**src/rtl/goertzel_angle_gen.sv**
```systemverilog
// Goertzel angle generator: for each of NF frequency channels computes
// angle[n] = ((freq[n] >> 1) * coef) >> SH, saturating to all ones on overflow.
// Channels are processed one per cycle from inputs latched on start.
// Optional build macro: GOERTZEL_ANGLE_ROUND_EN (round-half-up instead of truncate).
module goertzel_angle_gen #(
  parameter int NF = 11,
  parameter int FW = 32,
  parameter int CW = 32,
  parameter int AW = 32,
  parameter int SH = 8
) (
  input  logic             clk,
  input  logic             rstn,
  input  logic             start,
  input  logic             clear,
  input  logic [CW-1:0]    coef_i,
  input  logic [NF*FW-1:0] freq_i,
  output logic             busy,
  output logic             done,
  output logic             valid,
  output logic [NF*AW-1:0] angle_o
);

  localparam int IW = (NF > 1) ? $clog2(NF) : 1;
  localparam int PW = FW + CW;
  // One guard bit above the product so the rounding add cannot wrap and the
  // saturation slice is never empty even when AW+SH == FW+CW.
  localparam int EW = PW + 1;
  localparam int RW = EW - SH;

  typedef enum logic [1:0] {IDLE, CALC, DONE} state_t;

  state_t             state, state_nx;
  logic [IW-1:0]      idx;
  logic [CW-1:0]      coef_q;
  logic [NF*FW-1:0]   freq_q;
  logic               valid_q;
  logic [NF*AW-1:0]   angle_q;

  logic               last;
  logic [FW-1:0]      f_sel;
  logic [FW-1:0]      k;
  logic [PW-1:0]      p;
  logic [EW-1:0]      ext;
  logic [RW-1:0]      shr;
  logic               sat;
  logic [AW-1:0]      angle;

  assign last = (idx == IW'(NF - 1));

  // Single shared multiplier: select the current channel from the latched word.
  assign f_sel = freq_q[int'(idx)*FW +: FW];
  assign k     = f_sel >> 1;
  assign p     = PW'(k) * PW'(coef_q);

`ifdef GOERTZEL_ANGLE_ROUND_EN
  assign ext = {1'b0, p} + (EW'(1) << (SH - 1));
`else
  assign ext = {1'b0, p};
`endif

  assign shr   = RW'(ext >> SH);
  assign sat   = |shr[RW-1:AW];
  assign angle = sat ? {AW{1'b1}} : shr[AW-1:0];

  // State register.
  always_ff @(posedge clk or negedge rstn) begin
    if (!rstn) state <= IDLE;
    else       state <= state_nx;
  end

  // Next-state logic; clear overrides everything, start only honoured in IDLE.
  always_comb begin
    state_nx = state;
    case (state)
      IDLE:    if (start) state_nx = CALC;
      CALC:    if (last)  state_nx = DONE;
      DONE:    state_nx = IDLE;
      default: state_nx = IDLE;
    endcase
    if (clear) state_nx = IDLE;
  end

  assign busy    = (state != IDLE);
  assign done    = (state == DONE);
  assign valid   = valid_q;
  assign angle_o = angle_q;

  // Channel index and result-set qualifier.
  always_ff @(posedge clk or negedge rstn) begin
    if (!rstn) begin
      idx     <= '0;
      valid_q <= 1'b0;
    end else if (clear) begin
      idx     <= '0;
      valid_q <= 1'b0;
    end else begin
      case (state)
        IDLE: if (start) begin
          idx     <= '0;
          valid_q <= 1'b0;
        end
        CALC: begin
          idx <= last ? '0 : idx + 1'b1;
          if (last) valid_q <= 1'b1;
        end
        default: ;
      endcase
    end
  end

  // Input latches and per-channel result registers; results hold on clear.
  always_ff @(posedge clk or negedge rstn) begin
    if (!rstn) begin
      coef_q  <= '0;
      freq_q  <= '0;
      angle_q <= '0;
    end else if (!clear) begin
      if (state == IDLE && start) begin
        coef_q <= coef_i;
        freq_q <= freq_i;
      end
      if (state == CALC) angle_q[int'(idx)*AW +: AW] <= angle;
    end
  end

endmodule
```
**config.mk**
```make
export PLATFORM = sky130hd
export DESIGN_NAME = goertzel_angle_gen
export DESIGN_NICKNAME = d
export VERILOG_FILES = /design/src/rtl/goertzel_angle_gen.sv
export SDC_FILE = /design/constraint.sdc
export NUM_CORES = 2
export LEC_CHECK = 0
export ABC_AREA = 1
export BUFFER_PORTS_ARGS = -buffer_cell sky130_fd_sc_hd__buf_4
export CAP_MARGIN = 20
export CORE_MARGIN = 10
export CORE_UTILIZATION = 30
export DETAILED_ROUTE_END_ITERATION = 7
export SLEW_MARGIN = 5
export SYNTH_ARGS = -nofsm -noshare
export SYNTH_HDL_FRONTEND = slang
export SYNTH_SLANG_ARGS = --single-unit
```
**constraint.sdc**
```tcl
create_clock -name clk -period 9.9 [get_ports clk]
set_input_delay 1.98 -clock clk [delete_from_list [all_inputs] [get_ports clk]]
set_output_delay 1.98 -clock clk [all_outputs]
set_load 0.01 [all_outputs]
```
==> summary.md <==
| Metric | Value |
|---|---|
| FMAX | 0.104 GHz |
| IO Port Bufs | 731 |
| DR iter-0 viols | 3824 |
| I/O Pins | 743 |
| Net Count, Synth | 8177 |
| First-pass GRT wire length | 359000 um |
| Pin count of the biggest net entering global routing | 165 |
| Rel. slew slack | 0.215 |
| Initial Util | 0.302 |
| Clk buf depth | 3 |
| Detailed Route WL | 244000 um |
| Synth warn | 0 |
| Fin. Hold Viols | 0 |
| Die Ht | 474 um |
| Met3 routed WL | 19800 um |
| Worst-Skew Late Latency | 0.79 ns |
| Synth top area cells | dfrtp_1 (30%), fa_1 (28%), nor2_1 (7.1%) |
| Crit end category | register |
| Top cell type by total area after synthesis | dfrtp_1 |
| Via Count | 51800 |
| Most frequent cell after synthesis | nor2_1 |
| FF+latch area | 18300 um^2 |
| R2R cell count | 45 |
| Routed wl met2 | 116000 um |
| Worst-path clk slew | 0.06 ns |
| Status | finished clean |
| Most frequent CP cell | fa_1 |
| Post-Synthesis Cells | 6667 |
| Area growth, synth to finish | 28.3% |
| WHS Path Cells | 2 |
| Top cells by count, synth | nor2_1 (1161), inv_1 (1021), fa_1 (865) |
| Average wire per standard cell | 23.2 um |
| CP arrival | 10.36 ns |
| Clk_skew | 0.0941 ns |
| Layout cells sized above 1 | 0.276 |
| Residual DRC | 0 |
| DRT Pass-1 Iters | 6 |
| Routed Antenna Nets | 0 |
| Total CTS buffers | 86 |
| HPWL after DPL | 199000 um |
| Grt total ovfl | 0 |
| CP delay by family, top | adder cells |
| Stages on worst setup path | 45 |
| Nets | 9255 |
| Top-area cell type share of the netlist area | 0.296 |
| Flops & latches, synth | 732 |
| Post-synth EDFFs | 0 |
| Vias in the first global route | 55300 |
| Slowest cell on the critical path | fa_1 |
| H-tree depth | 3 |
| GRT Total Usage | 0.213 |
| Synth unique cells | 44 |
| Core area | 205000 um^2 |
| Row cnt | 166 |
| Final setup viols | 0 |
| CP Buf/Inv Count | 16 |
| Multi-input gate area | 39500 um^2 |
| Initial antenna violation count | 39 |
| Hold/Removal Path Class | register to register |
| Startpoint class of the critical path | register |
| Req. time, crit path | 10.61 ns |
| Critical path peak fanout | 16 |
| Final Cycle Share | 0.975 |
| # hold bufs at CTS | 0 |
| Slew @ Worst Pin | 1.18 ns |
| Die span in x | 474 um |
| Post-synthesis sequential area ratio | 0.296 |
| Routability cong. | 0.941 |
| CTS root buf | clkbuf_16 |
| Average cell area after synthesis | 9.27 um^2 |
| Top FF cell, synth | dfrtp_1 |
| Setup CP Type | register to register |
| Vias/cell | 4.93 |
| Final Max Tran Viols | 0 |
| Synth Cell Area | 61800 um^2 |
| Async S/R FF share, synth | 1.00 |
| Die area | 225000 um^2 |
| # fillers | 20400 |
| Setup TNS | 0 ns |
| CTS sink count | 732 |
| RSZ-0062 raised after global routing | yes |
| CP peak stage delay | 0.60 ns |
| Max-Cap Viols | 0 |
| Fin crit period | 9.65 ns |
| CTS tree | built |
| Uppermost routed layer | met5 |
| Met1 Wirelength | 95900 um |
## cells by family after synthesis
logic type | count (synthesis) | share of synthesized area
adder cells (fa/ha/maj) | 1122 | 0.332
flip-flops | 732 | 0.296
buffers and inverters | 1413 | 0.0865
AO/OA/AOI/OAI | 818 | 0.0714
XOR/XNOR | 46 | 0.00652
multiplexers | 362 | 0.0659
AND/OR/NAND/NOR | 2174 | 0.141
## per-stage QoR
step	cell area, um^2	util	cells	setup WS, ns	hold slack (ns)
6_report	79300	0.387	10500	0.252	0.488
5_1_grt	79300	0.387	10500	-0.122	0.507
4_1_cts	77700	0.380	10500	0.00140	0.489
3_5_place_dp	74500	0.364	10300	-0.635	0.475
3_3_place_gp	74500	0.364	10300	-0.571	0.472
2_1_floorplan	61800	-	6667	0.855	0.474
## tightest hold or removal path: stages, from the launching register on
cell and delay (ns):
dfrtp_1 0.34, nand2_1 0.05, o21ai_0 0.06
## sequential cells by signal, indices dropped and copies added (netlist names)
register and cells:
angle_o 352, coef_q 32, freq_q 341, idx 4
state 2, valid 1
## placed cells by master, fill, tap and decap left out, drive strengths merged, types with 59 or more instances in the layout
cell / netlist / layout
a21oi: 424 / 424
a221oi: 59 / 59
buf: 33 / 1335
clkbuf: 316 / 116
dfrtp: 732 / 732
fa: 865 / 865
ha: 257 / 257
inv: 1029 / 1037
mux2: 362 / 362
nand2: 766 / 766
nand3: 179 / 179
nor2: 1162 / 1162
o21ai: 291 / 291
## final cells by class
type,instances,share of cell area
Tap cell,2688,0.0424
Antenna cell,14,0.000442
Inverter,1064,0.0507
Multi-Input combinational cell,4522,0.498
Timing Repair Buffer,1339,0.140
Clock inverter,41,0.00720
Clock buffer,113,0.0304
Sequential cell,732,0.231
## final timing paths
path | start | slack [ns] | end
min | angle_o[345] | 0.49 | angle_o[345]
max in group asynchronous | rstn | 6.65 | angle_o[108]
min in group asynchronous | rstn | 1.21 | angle_o[79]
min reg2reg | angle_o[345] | 0.49 | angle_o[345]
max reg2reg | idx[1] | 0.25 | angle_o[52]
max | idx[1] | 0.25 | angle_o[52]
## per-layer routing
| layer | track usage | up-vias |
|---|---|---|
| li1 | - | 22900 |
| met1 | 0.258 | 26400 |
| met2 | 0.354 | 1926 |
| met3 | 0.0559 | 558 |
| met4 | 0.0963 | 50 |
| met5 | 0 | - |
## repair_timing
item                       in CTS  in global routing
gates cloned                    1                  3
pin swaps                       7                 74
gates resized for setup        61                352
setup endpoints to repair     352                352
buffers inserted                4                 19
Power is left out: the tool's default activity adds up to more than one toggle a clock period on the data nets, which glitch-free logic cannot reach.
